<file path="src/rtl/frv_pipeline_writeback_if.sv">
// Data-memory response channel feeding the frv writeback stage.
interface frv_pipeline_writeback_if #(
  parameter int XLEN = 32
);
  logic            dmem_recv;
  logic            dmem_ack;
  logic            dmem_error;
  logic [XLEN-1:0] dmem_rdata;

  modport master (output dmem_recv, output dmem_error, output dmem_rdata, input dmem_ack);
  modport slave  (input dmem_recv, input dmem_error, input dmem_rdata, output dmem_ack);
endinterface

</file>
<file path="src/rtl/frv_pipeline_writeback.sv">
// frv writeback stage: collects data-memory responses, aligns load data and
// retires each instruction through a registered GPR write port or a trap.
module frv_pipeline_writeback #(
  parameter int XLEN = 32
) (
  input  logic                    g_clk,
  input  logic                    g_resetn,
  frv_pipeline_writeback_if.slave dmem,
  input  logic                    flush,
  input  logic                    s4_valid,
  output logic                    s4_busy,
  input  logic [4:0]              s4_rd,
  input  logic [XLEN-1:0]         s4_opr_a,
  input  logic [XLEN-1:0]         s4_opr_b,
  input  logic [4:0]              s4_uop,
  input  logic [4:0]              s4_fu,
  input  logic                    s4_trap,
  input  logic [1:0]              s4_size,
  input  logic [31:0]             s4_instr,
  input  logic [XLEN-1:0]         mmio_rdata,
  input  logic                    mmio_error,
  output logic                    wb_valid,
  output logic                    wb_wen,
  output logic [4:0]              wb_rd,
  output logic [XLEN-1:0]         wb_wdata,
  output logic [31:0]             wb_instr,
  output logic                    trap_valid,
  output logic [5:0]              trap_cause,
  output logic [4:0]              fwd_s4_rd,
  output logic [XLEN-1:0]         fwd_s4_wdata,
  output logic                    fwd_s4_load
);

  // frv_common encodings: uop = {store, load, width[1:0], signed}
  localparam int         P_FU_LSU          = 2;
  localparam int         LSU_SIGNED        = 0;
  localparam int         LSU_LOAD          = 3;
  localparam int         LSU_STORE         = 4;
  localparam logic [1:0] LSU_BYTE          = 2'b01;
  localparam logic [1:0] LSU_HALF          = 2'b10;
  localparam logic [1:0] LSU_WORD          = 2'b11;
  localparam logic [5:0] CAUSE_LOAD_FAULT  = 6'd5;
  localparam logic [5:0] CAUSE_STORE_FAULT = 6'd7;

  typedef enum logic [1:0] {IDLE, WAIT, HAVE, DRAIN} state_t;

  function automatic logic [XLEN-1:0] align_load(
    input logic [XLEN-1:0] src,
    input logic [1:0]      off,
    input logic [1:0]      width,
    input logic            sgn
  );
    logic [7:0]      b;
    logic [15:0]     h;
    logic [XLEN-1:0] res;
    b = src[{off, 3'b000} +: 8];
    h = src[{off[1], 4'b0000} +: 16];
    case (width)
      LSU_BYTE: res = {{(XLEN-8){sgn & b[7]}}, b};
      LSU_HALF: res = {{(XLEN-16){sgn & h[15]}}, h};
      LSU_WORD: res = src;
      default:  res = src;
    endcase
    return res;
  endfunction

  state_t          state, state_nxt;
  logic [XLEN-1:0] rsp_data;
  logic            rsp_err;
  logic            cap, clr;

  logic            dmem_recv;
  logic            lsu, mmio, mem, lsu_load, lsu_store;
  logic            ready, retire;
  logic [XLEN-1:0] src_data, load_data, wdata;
  logic            acc_err, trap;
  logic [5:0]      cause;

  logic            unused_inputs;
  assign unused_inputs = ^{s4_size, s4_opr_b[XLEN-1:2], s4_fu};

  assign dmem_recv     = dmem.dmem_recv;
  assign dmem.dmem_ack = dmem.dmem_recv;

  assign lsu       = s4_valid && s4_fu[P_FU_LSU] && !s4_trap;
  assign mmio      = s4_opr_a[4];
  assign mem       = lsu && !mmio;
  assign lsu_load  = lsu && s4_uop[LSU_LOAD];
  assign lsu_store = lsu && s4_uop[LSU_STORE];

  assign ready   = !mem || (state == HAVE) || dmem_recv;
  assign s4_busy = (s4_valid && !ready) || (state == DRAIN);
  assign retire  = s4_valid && ready && !flush && (state != DRAIN);

  // Buffered response wins over the live bus; MMIO data is used only when no mem op is present
  assign src_data  = (state == HAVE) ? rsp_data : (mem ? dmem.dmem_rdata : mmio_rdata);
  assign acc_err   = (state == HAVE) ? rsp_err  : (mem ? dmem.dmem_error : mmio_error);
  assign load_data = align_load(src_data, s4_opr_b[1:0], s4_uop[2:1], s4_uop[LSU_SIGNED]);
  assign wdata     = lsu_load ? load_data : s4_opr_a;

  always_comb begin
    trap  = 1'b0;
    cause = 6'd0;
    if (s4_trap) begin
      trap  = 1'b1;
      cause = {1'b0, s4_rd};
    end else if (lsu_load && acc_err) begin
      trap  = 1'b1;
      cause = CAUSE_LOAD_FAULT;
    end else if (lsu_store && acc_err) begin
      trap  = 1'b1;
      cause = CAUSE_STORE_FAULT;
    end
  end

  assign fwd_s4_rd    = s4_rd;
  assign fwd_s4_wdata = (lsu_load && ready) ? load_data : s4_opr_a;
  assign fwd_s4_load  = lsu_load && !ready;

  always_comb begin
    state_nxt = state;
    cap       = 1'b0;
    clr       = 1'b0;
    case (state)
      IDLE, WAIT: begin
        if (flush) begin
          state_nxt = (state == WAIT && !dmem_recv) ? DRAIN : IDLE;
          clr       = 1'b1;
        end else if (dmem_recv) begin
          if (mem && !retire) begin
            state_nxt = HAVE;
            cap       = 1'b1;
          end else begin
            state_nxt = IDLE;
          end
        end else if (mem) begin
          state_nxt = WAIT;
        end
      end
      HAVE: begin
        if (flush || retire) begin
          state_nxt = IDLE;
          clr       = 1'b1;
        end
      end
      DRAIN: begin
        if (dmem_recv) state_nxt = IDLE;
      end
      default: state_nxt = IDLE;
    endcase
  end

  always_ff @(posedge g_clk) begin
    if (!g_resetn) state <= IDLE;
    else           state <= state_nxt;
  end

  always_ff @(posedge g_clk) begin
    if (!g_resetn || clr) begin
      rsp_data <= '0;
      rsp_err  <= 1'b0;
    end else if (cap) begin
      rsp_data <= dmem.dmem_rdata;
      rsp_err  <= dmem.dmem_error;
    end
  end

  // Retire register: results become visible the cycle after the instruction leaves s4
  always_ff @(posedge g_clk) begin
    if (!g_resetn) begin
      wb_valid   <= 1'b0;
      wb_wen     <= 1'b0;
      wb_rd      <= 5'd0;
      wb_wdata   <= '0;
      wb_instr   <= 32'd0;
      trap_valid <= 1'b0;
      trap_cause <= 6'd0;
    end else begin
      wb_valid   <= retire;
      wb_wen     <= retire && !trap && !lsu_store && (s4_rd != 5'd0);
      trap_valid <= retire && trap;
      if (retire) begin
        wb_rd      <= s4_rd;
        wb_wdata   <= wdata;
        wb_instr   <= s4_instr;
        trap_cause <= trap ? cause : 6'd0;
      end
    end
  end

endmodule

</file>
<file path="src/flat_wrapper.sv">
// flat-port wrapper written by rule: the top's interface ports become plain ports
module frv_pipeline_writeback_flat 
#(
  parameter int XLEN = 32
)
  (g_clk, g_resetn, flush, s4_valid, s4_busy, s4_rd, s4_opr_a, s4_opr_b, s4_uop, s4_fu, s4_trap, s4_size, s4_instr, mmio_rdata, mmio_error, wb_valid, wb_wen, wb_rd, wb_wdata, wb_instr, trap_valid, trap_cause, fwd_s4_rd, fwd_s4_wdata, fwd_s4_load, dmem_dmem_recv, dmem_dmem_error, dmem_dmem_rdata, dmem_dmem_ack);
  frv_pipeline_writeback_if #(.XLEN(XLEN)) dmem_i ();
  input  logic g_clk;
  input  logic g_resetn;
  input  logic flush;
  input  logic s4_valid;
  output logic s4_busy;
  input  logic [4:0] s4_rd;
  input  logic [XLEN-1:0] s4_opr_a;
  input  logic [XLEN-1:0] s4_opr_b;
  input  logic [4:0] s4_uop;
  input  logic [4:0] s4_fu;
  input  logic s4_trap;
  input  logic [1:0] s4_size;
  input  logic [31:0] s4_instr;
  input  logic [XLEN-1:0] mmio_rdata;
  input  logic mmio_error;
  output logic wb_valid;
  output logic wb_wen;
  output logic [4:0] wb_rd;
  output logic [XLEN-1:0] wb_wdata;
  output logic [31:0] wb_instr;
  output logic trap_valid;
  output logic [5:0] trap_cause;
  output logic [4:0] fwd_s4_rd;
  output logic [XLEN-1:0] fwd_s4_wdata;
  output logic fwd_s4_load;
  input wire logic [$bits(dmem_i.dmem_recv)-1:0] dmem_dmem_recv;
  input wire logic [$bits(dmem_i.dmem_error)-1:0] dmem_dmem_error;
  input wire logic [$bits(dmem_i.dmem_rdata)-1:0] dmem_dmem_rdata;
  output wire logic [$bits(dmem_i.dmem_ack)-1:0] dmem_dmem_ack;
  assign dmem_i.dmem_recv = dmem_dmem_recv;
  assign dmem_i.dmem_error = dmem_dmem_error;
  assign dmem_i.dmem_rdata = dmem_dmem_rdata;
  assign dmem_dmem_ack = dmem_i.dmem_ack;
  frv_pipeline_writeback #(.XLEN(XLEN)) u_core (.g_clk(g_clk), .g_resetn(g_resetn), .dmem(dmem_i), .flush(flush), .s4_valid(s4_valid), .s4_busy(s4_busy), .s4_rd(s4_rd), .s4_opr_a(s4_opr_a), .s4_opr_b(s4_opr_b), .s4_uop(s4_uop), .s4_fu(s4_fu), .s4_trap(s4_trap), .s4_size(s4_size), .s4_instr(s4_instr), .mmio_rdata(mmio_rdata), .mmio_error(mmio_error), .wb_valid(wb_valid), .wb_wen(wb_wen), .wb_rd(wb_rd), .wb_wdata(wb_wdata), .wb_instr(wb_instr), .trap_valid(trap_valid), .trap_cause(trap_cause), .fwd_s4_rd(fwd_s4_rd), .fwd_s4_wdata(fwd_s4_wdata), .fwd_s4_load(fwd_s4_load));
endmodule
</file>
<file path="config.mk">
export PLATFORM = sky130hd
export DESIGN_NAME = frv_pipeline_writeback_flat
export DESIGN_NICKNAME = d
export VERILOG_FILES = /design/src/rtl/frv_pipeline_writeback_if.sv /design/src/rtl/frv_pipeline_writeback.sv /design/src/flat_wrapper.sv
export SDC_FILE = /design/constraint.sdc
export NUM_CORES = 1
export LEC_CHECK = 0
export ABC_AREA = 1
export CORE_ASPECT_RATIO = 1.1
export CORE_MARGIN = 4
export CORE_UTILIZATION = 38
export CTS_CLUSTER_SIZE = 24
export DETAILED_ROUTE_END_ITERATION = 12
export PLACE_DENSITY = 0.76
export SKIP_CTS_REPAIR_TIMING = 1
export SLEW_MARGIN = 15
export SYNTH_ARGS = -nofsm -noshare
export SYNTH_HDL_FRONTEND = slang
export SYNTH_SLANG_ARGS = --single-unit
</file>
<file path="constraint.sdc">
create_clock -name g_clk -period 1.85 [get_ports g_clk]
set_input_delay 0.37 -clock g_clk [delete_from_list [all_inputs] [get_ports g_clk]]
set_output_delay 0.37 -clock g_clk [all_outputs]
set_load 0.01 [all_outputs]
</file>
# Yosys cells after proc, flatten, opt, wreduce, memory -nomap -nowiden
# Cells that the tools add are included.
# totals
wordCells	90
output_inout_bits	118
reg_bits	113
inputBits	185
# op_classes
reduce_logical	38
n_shift	2
eq_ne	9
bitwise_logic	2
mux	29
# ops
cell	n
$mux W32	4
$pmux W32 S2	1
$shiftx A32 B6 Y16	1
$shiftx A32 B6 Y8	1
$logic_and A1 B1 Y1	19
$mux W6	3
$mux W2	7
$mux W1	11
$logic_not A1 Y1	10
$eq A2 B2 Y1 const B	3
$ne A2 B2 Y1 const B	3
$pmux W2 S3	1
$logic_or A1 B1 Y1	5
$reduce_bool A5 Y1	1
$eq A2 B1 Y1 const B	2
$ne A4 B3 Y1 const B	1
$mux W3	1
$reduce_and A3 Y1	1
$and A1 B1 Y1	2
$logic_not A2 Y1	1
$pmux W1 S2	1
$reduce_or A2 Y1	1

# Depth between registers and ports, before layout
# Gate-level depths: netlist of run 1.
# depth
ltp_word	15
depth_mapped	16
mapped_depth_nobuf	15

# Least setup slack after synthesis of run 1
# OpenSTA, ideal clock, no wires.
# synth_path
path_type	input to output
from	input s4_fu[2]
to	output fwd_s4_wdata[3]
path_buffers	1
slack_ps	-141
t_required_ps	1480
cell_stages	13
arrival_ps	1621
path_cell_list	nand2_1 > nor2_4 > nand2_4 > buf_6 > nand2_1 > nand3_1 > o21ai_2 > nand2_1 > nand3_1 > nand3_1 > nand2_1 > nand2_1 > o21ai_0
# synth_between
elab_chain_len	8
elab_cells_between_ends	14
cone_classes	shift (2); mux (4); reduce/logical (8)
# synth_lines
item	line_no	rtl
start, declared	flat_wrapper.sv:17	input logic [4:0] s4_fu;
$logic_and A1 B1 Y1 (*) (2 in a row)	frv_pipeline_writeback.sv:85	assign lsu = s4_valid && s4_fu[P_FU_LSU] && !s4_trap;
$logic_and A1 B1 Y1	frv_pipeline_writeback.sv:87	assign mem = lsu && !mmio;
$mux W32 / $logic_not A1 Y1 (equally long branches)	frv_pipeline_writeback.sv:96, frv_pipeline_writeback.sv:91	
$mux W32 / $logic_or A1 B1 Y1 (equally long branches)	frv_pipeline_writeback.sv:96, frv_pipeline_writeback.sv:91	
$shiftx A32 B6 Y16, or another cell as far along	frv_pipeline_writeback.sv:57	h = src[{off[1], 4'b0000} +: 16];
$pmux W32 S2 / $logic_and A1 B1 Y1 (equally long branches)	frv_pipeline_writeback.sv:58, frv_pipeline_writeback.sv:117	
$mux W32 (*)	frv_pipeline_writeback.sv:117	assign fwd_s4_wdata = (lsu_load && ready) ? load_data : s4_opr_a;
end, declared	flat_wrapper.sv:31	output logic [XLEN-1:0] fwd_s4_wdata;
# Mark *: on every way between the ends. The rest lies on a longest branch, timed or not.

# Worst setup path in the final report of run 1
# layout_path
from	register u_core.state[0]
to	output fwd_s4_wdata[12]
# layout_between
elab_chain_len	6
elab_cells_between_ends	10
cone_classes	eq/ne (1); shift (2); mux (3); bitwise (1); reduce/logical (3)
# layout_lines
item	line_no	rtl
start, declared	frv_pipeline_writeback.sv:67	state_t state, state_nxt;
start signal, assigned	frv_pipeline_writeback.sv:155	else state <= state_nxt;
$eq A2 B2 Y1 (*)	frv_pipeline_writeback.sv:91, frv_pipeline_writeback.sv:96	
$mux W32	frv_pipeline_writeback.sv:96	assign src_data = (state == HAVE) ? rsp_data : (mem ? dmem.dmem_rdata : mmio_rdata);
$shiftx A32 B6 Y8	frv_pipeline_writeback.sv:56	b = src[{off, 3'b000} +: 8];
$and A1 B1 Y1	frv_pipeline_writeback.sv:59	LSU_BYTE: res = {{(XLEN-8){sgn & b[7]}}, b};
$pmux W32 S2	frv_pipeline_writeback.sv:58	case (width)
$mux W32 (*)	frv_pipeline_writeback.sv:117	
# Marks and branches as above.

==> results.cfg, run 1 <==
[clock_tree]
cts_tree = done
clk_pin_slew_ns = 0.08
clockBufferDepth = 2
numCtsBuffers = 9
cts_max_level = 3
clkSinkCount = 112
clock-root-buffer = clkbuf_16
clkLatencyLatePin_ns = 0.37

[global_routing]
grt_max_degree = 56
use_met2_pct = 41.1
grtUsageTotal_pct = 24.2
busiest_layer = met2
use_met1_pct = 28.5
antenna_found_initial = 1
grt_pass1_vias = 7458
overflow = 0
grt_pass1_wl_um = 38300
met3_usage_pct = 8.31

[yosys]
synth_edf_count = 0
synth_cells = 1040
synth_area_leaders = dfxtp_1 (35%), nand2_1 (18%), inv_1 (7.1%)
synth_nets = 1227
netlist.area_leader.share_pct = 34.5
synth_top_family_by_area = simple AND/OR/NAND/NOR gates
synth_cell_type_count = 39
synth_xor_xnor_area_share_pct = 0
yosys-mux-area-fraction_pct = 0
yosys.area_share.simple_pct = 33.8
synth_fa_ha_area_share_pct = 0.385
ys_seq_elements = 112
synth-main-ff-cell = dfxtp_1
synth.cell_area_mm2 = 0.00649
async_flop_share_pct = 0
synth_top_cell_by_area = dfxtp_1
synth.avg_cell_area_um2 = 6.24
yosysWarnings = 0
synth_compound_area_share_pct = 17.9
ys_seq_area_share_pct = 34.5

[drt]
wl_per_cell_um = 16.2
vias = 8156
dr.pass1.iters = 5
drtIter0Drc = 625
wl_um = 26100
ant_nets = 0
via_per_inst = 5.08
drc_errors = 0

[sta]
fin_skew_ns = 0.00986
min_period_ns = 2.60
setup_viol_count_final = 41
finalWorstSetupSlack_ns = -0.753
hold_viol = 0
hold_ws_ns = 0.433
grt_setup_unrepaired = true
min_period_over_period_pct = 141
finalMaxSlewViolations = 0
timing.fmax_mhz = 384

[finish]
drive_gt1_share_pct = 23.3
final_nets = 1584
area_growth_pct = 70.2
final_common_cell = nand2_1
final_cell_mix = nand2_1 (280), clkdlybuf4s50_1 (223), buf_4 (125)
diodes = 0
fin_util_pct = 66.7

[status]
outcome = finished, violations left
violations = negative setup slack

[floorplan]
num_rows = 49
initial_core_util_pct = 39.2
die_y_um = 145
die-area_mm2 = 0.0192
die_x_um = 133
pin_count = 303
core-area_mm2 = 0.0166

[critical_path]
crit_required_ns = 1.48
path_buf_inv = 6
worst_setup_path_start_kind = flop
criticalPathCategory = reg -> out
critPathMostFrequentCell = nand2_4
cpPeakStageDelay_ns = 0.34
end_kind = output port
crit_chain = inv_2, nand2_4, buf_12, clkinvlp_4, nand2_2, nand3_2, nand3_4, nand4_4, buf_6, buf_6, nand2_4, nand2_4, o21ai_2, buf_2
cp_slowest_cell = dfxtp_2
cp_top_family = buffers and inverters
critical_path_peak_fanout = 7
cp.arrival_ns = 2.23

[power_and_ir_drop]
ir_drop_mv = 0.518
power_density_mw_per_mm2 = 594
p_leak_nw = 4.98

[placement]
place_hpwl_um = 18700
place_congestion = 0.999
io_buffers = 265

[job]
cap_violations = 0

[worst_hold_path]
hold_class = reg -> reg
[through the flow]
stage          instance area [um^2]  instances  TNS, ns  total power (W)  worst slack [ns]
4_1_cts                       10600       1583   -68.33          0.00646             -1.48
3_3_place_gp                  10200       1567  -103.61          0.00444             -1.41
6_report                      11000       1606   -20.27          0.00656            -0.753
5_1_grt                       11000       1606   -26.84          0.00686            -0.875
3_5_place_dp                  10200       1567  -110.89          0.00447             -1.47
2_1_floorplan                  6630       1040   -0.384          0.00343           -0.0420
[synthesized netlist by cell type, types with 3 or more instances]
library cell and number:
buf_4 10, or2_2 5, buf_6 7, o21ai_1 15, o21ai_0 79, nand3_1 85, nand2_1 304, clkbuf_1 25
nor2_1 115, o211ai_1 16, nand2_4 3, o21a_1 15, dfxtp_1 112, a21oi_1 58, o21ai_2 7, nand3_2 4
buf_2 28, inv_1 122
[sequential cells by signal, summed over array words and instances, names as in the netlist]
name,count
u_core.rsp_data,32
u_core.wb_wen,1
u_core.trap_cause,5
u_core.wb_instr,32
u_core.wb_wdata,32
u_core.wb_valid,1
u_core.rsp_err,1
u_core.state,2
u_core.trap_valid,1
u_core.wb_rd,5
[final cells by class]
class	instances	area [um^2]
tap	204	255
timing repair buffer	417	3920
inverter	125	478
fill	1352	5500
clock buffer	9	225
clock inverter	7	78.8
sequential	112	2240
multi-input combinational	732	3850
[metal layers]
metal	part of all wire, %	up-vias	routed length (um)
met1	38	3679	10000
met2	48	398	12500
met3	9.8	78	2560
met5	0.046	-	12
met4	3.7	2	956
li1	-	3999	-
[logic make-up after synthesis]
group / Yosys count
fa+ha+maj: 2
flops: 112
buf+inv: 197
other cells: 1
simple gates: 526
compound gates: 202
[worst paths after layout]
kind,slack [ns],cells past startpoint,from,endpoint
worst max-delay path,-0.75,14,u_core.state[0],fwd_s4_wdata[12]
worst min-delay path,0.43,2,u_core.rsp_data[22],u_core.rsp_data[22]
worst min register to register,0.43,2,u_core.rsp_data[22],u_core.rsp_data[22]
worst max register to register,-0.03,15,u_core.state[0],u_core.wb_wdata[12]
[power by group]
part / switching [W] / leakage, nW / internal, W
clock network: 0.00104 / 0.149 / 0.000968
logic: 0.000990 / 3.92 / 0.00101
registers: 0.0000496 / 0.915 / 0.00251
[worst register-to-register path: stages (launching register included)]
cell	delay, ns
dfxtp_2	0.34
inv_2	0.05
nand2_4	0.10
buf_12	0.12
clkinvlp_4	0.12
nand2_2	0.11
nand3_2	0.10
nand3_4	0.09
nand4_4	0.16
buf_6	0.17
buf_6	0.11
nand2_4	0.06
nand2_4	0.06
nand2_1	0.05
nand2_1	0.05
a21oi_1	0.10
Note: power is estimated with default switching activity, not from simulation.
==> run 2: changes to the inputs <==
- CORE_AREA: unset -> 4 4 114 116
- CORE_ASPECT_RATIO: 1.1 -> unset
- CORE_MARGIN: 4 -> unset
- CORE_UTILIZATION: 38 -> unset
- DIE_AREA: unset -> 0 0 118 120
- DONT_BUFFER_PORTS: unset -> 1
- PLACE_DENSITY: 0.76 -> 0.71
==> results.cfg, run 2 (synthesis gave the netlist of run 1 again) <==
[status]
outcome = finished, violations left
violations = negative setup slack

[global_routing]
antenna_found_initial = 0
grt_pass1_vias = 5865
grt_pass1_wl_um = 31000
grt_max_degree = 60
overflow = 0
grtUsageTotal_pct = 26.9

[sta]
fin_tns_setup_ns = -16.11
finalMaxSlewViolations = 0
hold_viol = 0
maxSlewHeadroom_pct = 57.5
fin_skew_ns = 0.00878
setup_viol_count_final = 32
min_period_ns = 2.42
min_period_over_period_pct = 131
finalWorstSetupSlack_ns = -0.569
timing.fmax_mhz = 413
worst_pin_slew_ns = 0.637
grt_setup_unrepaired = true

[critical_path]
path_buf_inv = 3
criticalPathCategory = reg -> out
worst_setup_path_start_kind = flop
critical_path_peak_fanout = 5
cp_top_family = simple AND/OR/NAND/NOR gates
crit_chain = inv_4, nand2_8, buf_6, nand3_2, nand3_1, nand3_2, nand3_4, nand2_8, nand2_4, buf_6, nand2_1, nand2_1, o21ai_2
crit_required_ns = 1.48
cpPeakStageDelay_ns = 0.34
end_kind = output port
cp_slowest_cell = dfxtp_2
reg2reg_depth = 14
cp.arrival_ns = 2.05
path_depth = 13

[worst_hold_path]
whs_path_depth = 2
hold_class = in -> reg

[drt]
dr.pass1.iters = 5
wl_um = 21100
wl_per_cell_um = 16.9
ant_nets = 0
drc_errors = 0
via_per_inst = 5.46
drtIter0Drc = 736
vias = 6804

[clock_tree]
cts_max_level = 3
clock-root-buffer = clkbuf_16
clkLatencyLatePin_ns = 0.36
numCtsBuffers = 9
clk_pin_slew_ns = 0.08
clkSinkCount = 112
cts_tree = done
clockBufferDepth = 2

[finish]
final_nets = 1282
final_common_cell = nand2_1
drive_gt1_share_pct = 22.0
nFillCells = 1082
area_growth_pct = 25.8
regArea_mm2 = 0.00225
final_cell_mix = nand2_1 (274), inv_1 (120), nor2_1 (112)
multi_input_area_mm2 = 0.00388
top_regs = u_core.rsp_data x32, u_core.wb_instr x32, u_core.wb_wdata x32
finalNonFillerCells = 1247
diodes = 0

[floorplan]
pin_count = 303
die_x_um = 118
initial_core_util_pct = 54.5
num_rows = 40
die_y_um = 120
core-area_mm2 = 0.0119
die-area_mm2 = 0.0142

[power_and_ir_drop]
p_leak_nw = 3.74
power_density_mw_per_mm2 = 716
ir_drop_mv = 0.456

[placement]
place_congestion = 0.878
placed_cells = 1213
io_buffers = 0
place_hpwl_um = 15100

[job]
cap_violations = 0
[run 2: path summary, 6_finish.rpt]
check,startpoint,endpoint,slack (ns)
max,u_core.state[0],fwd_s4_wdata[25],-0.57
min,g_resetn,u_core.wb_instr[26],0.14
max reg2reg,u_core.state[0],u_core.wb_wdata[14],0.01
min reg2reg,u_core.rsp_data[6],u_core.rsp_data[6],0.43
[run 2: through the flow]
step                      hold slack, ns  worst slack, ns  cell area [um^2]  power, W  utilization (%)
after detailed placement           0.414           -0.344              7270   0.00381             61.1
final                              0.139           -0.569              8170   0.00585             68.6
after CTS                          0.130           -0.721              7560   0.00571             63.5
after floorplan                    0.405          -0.0420              6630   0.00343                -
after global routing               0.130           -0.652              8170   0.00611             68.6
after global placement             0.411           -0.318              7270   0.00379             61.1
[run 2: cell type report]
class / instances / share of cell area [%]
Tap cell: 147 / 2.25
Inverter: 125 / 5.87
Sequential cell: 112 / 27.5
Clock buffer: 10 / 2.80
Timing Repair Buffer: 113 / 13.3
Clock inverter: 6 / 0.705
Multi-Input combinational cell: 734 / 47.6
[run 2: per-layer routing]
| metal | vias up | global-route usage, % | wire, um |
|---|---|---|---|
| met4 | 0 | 7.69 | 387 |
| met3 | 28 | 7.30 | 1790 |
| li1 | 3390 | - | - |
| met2 | 301 | 42.0 | 9780 |
| met5 | - | 0 | 0 |
| met1 | 3085 | 36.7 | 9170 |
[run 2: power breakdown]
group	internal, W	switching (W)
registers	0.00251	0.000118
clock network	0.000950	0.000965
logic	0.000529	0.000782
total	0.00399	0.00187
==> run 3: changes to the inputs <==
- CELL_PAD_IN_SITES_DETAIL_PLACEMENT: unset -> 1
- CELL_PAD_IN_SITES_GLOBAL_PLACEMENT: unset -> 2
- CORE_AREA: 4 4 114 116 -> unset
- CORE_ASPECT_RATIO: unset -> 1.1
- CORE_MARGIN: unset -> 4
- CORE_UTILIZATION: unset -> 28
- DIE_AREA: 0 0 118 120 -> unset
- PLACE_DENSITY: 0.71 -> 0.74
- SETUP_SLACK_MARGIN: unset -> 0.15
==> results.cfg, run 3 (synthesis gave the netlist of run 1 again) <==
[placement]
io_buffers = 0
placed_cells = 1359
place_congestion = 0.814
place_hpwl_um = 19500

[floorplan]
initial_core_util_pct = 28.4
pin_count = 303
num_rows = 58
die-area_mm2 = 0.0257
die_x_um = 153
core-area_mm2 = 0.0229
die_y_um = 168

[critical_path]
crit_chain = inv_4, nand2_8, clkbuf_16, buf_12, o211ai_1, nand3_1, nand2_1, inv_1, nand2_2, nand2_4, o21ai_4
critical_path_peak_fanout = 6
cp_top_family = buffers and inverters
cpPeakStageDelay_ns = 0.34
path_buf_inv = 4
reg2reg_depth = 15
criticalPathCategory = reg -> out
path_depth = 11
end_kind = output port
cp.arrival_ns = 2.08
crit_required_ns = 1.48
cp_slowest_cell = dfxtp_2
worst_setup_path_start_kind = flop

[clock_tree]
cts_tree = done
clkLatencyLatePin_ns = 0.36
clk_pin_slew_ns = 0.09
numCtsBuffers = 9
clockBufferDepth = 2
cts_max_level = 3
clock-root-buffer = clkbuf_16
clkSinkCount = 112

[sta]
timing.fmax_mhz = 408
grt_setup_unrepaired = true
worst_pin_slew_ns = 0.688
fin_skew_ns = 0.0155
maxSlewHeadroom_pct = 54.1
min_period_over_period_pct = 133
hold_ws_ns = 0.137
finalMaxSlewViolations = 0
min_period_ns = 2.45
hold_viol = 0
finalWorstSetupSlack_ns = -0.602
setup_viol_count_final = 51

[status]
outcome = finished, violations left
violations = negative setup slack

[global_routing]
busiest_layer = met2
overflow = 0
grt_max_degree = 93
use_met1_pct = 21.6
met3_usage_pct = 6.10
antenna_found_initial = 0
grtUsageTotal_pct = 18.8
use_met2_pct = 33.6
grt_pass1_wl_um = 38600
grt_pass1_vias = 6887

[drt]
drtIter0Drc = 284
via_per_inst = 4.91
wl_per_cell_um = 19.6
dr.pass1.iters = 4
vias = 6880
drc_errors = 0
ant_nets = 0
wl_um = 27400

[worst_hold_path]
whs_path_depth = 2
hold_class = in -> reg

[job]
cap_violations = 0

[finish]
area_growth_pct = 37.4
final_cell_mix = nand2_1 (242), inv_1 (117), dfxtp_1 (110)
final_nets = 1283
diodes = 0
final_common_cell = nand2_1
fin_util_pct = 39.0
top_regs = u_core.rsp_data x32, u_core.wb_instr x32, u_core.wb_wdata x32
nFillCells = 2849
finalNonFillerCells = 1401
drive_gt1_share_pct = 28.4

[power_and_ir_drop]
p_leak_nw = 3.86
power_frac_clock_pct = 32.5
ir_drop_mv = 0.408
swShare_pct = 33.7
pwr-share-comb_pct = 24.6
p_switching_w = 0.00206
pwr-share-seq_pct = 43.0
p_int_w = 0.00406
power_density_mw_per_mm2 = 687
[run 3: final timing paths]
kind / from / to / slack (ns)
setup / recovery: u_core.state[0] / fwd_s4_wdata[14] / -0.60
hold reg to reg: u_core.rsp_data[6] / u_core.rsp_data[6] / 0.43
hold / removal: g_resetn / u_core.wb_instr[0] / 0.14
setup reg to reg: u_core.state[0] / u_core.wb_wdata[10] / -0.11
[run 3: routing by layer]
| layer | share of wire (%) | up-vias |
|---|---|---|
| li1 | - | 3394 |
| met1 | 39 | 3234 |
| met2 | 50 | 217 |
| met3 | 8.4 | 35 |
| met4 | 2.5 | 0 |
| met5 | 0 | - |
[run 3: stage by stage]
step | power (W) | setup WS (ns) | TNS, ns | cell area (um^2)
2_1_floorplan | 0.00345 | -0.0160 | -0.288 | 6690
3_3_place_gp | 0.00386 | -0.468 | -23.86 | 7480
3_5_place_dp | 0.00387 | -0.532 | -26.53 | 7480
4_1_cts | 0.00590 | -0.801 | -28.45 | 7770
5_1_grt | 0.00646 | -0.703 | -25.99 | 8920
6_report | 0.00613 | -0.602 | -17.72 | 8920
[run 3: power groups by stage]
stage | registers, W | clock network, W | logic (W)
finish | 0.00263 | 0.00199 | 0.00150
floorplan | 0.00266 | 0 | 0.000790
CTS | 0.00263 | 0.00208 | 0.00119
global placement | 0.00269 | 0 | 0.00117
global route | 0.00265 | 0.00215 | 0.00166
detailed placement | 0.00269 | 0 | 0.00118
[run 3: area by class of cell]
class	instances	area, um^2	area share [%]
clock buffers	9	225	2.52
clock inverters	7	70.1	0.786
repair buffers	115	1240	13.9
inverters	125	494	5.54
flip-flops and latches	112	2240	25.2
multi-input cells	733	4270	47.9
well taps	300	375	4.21
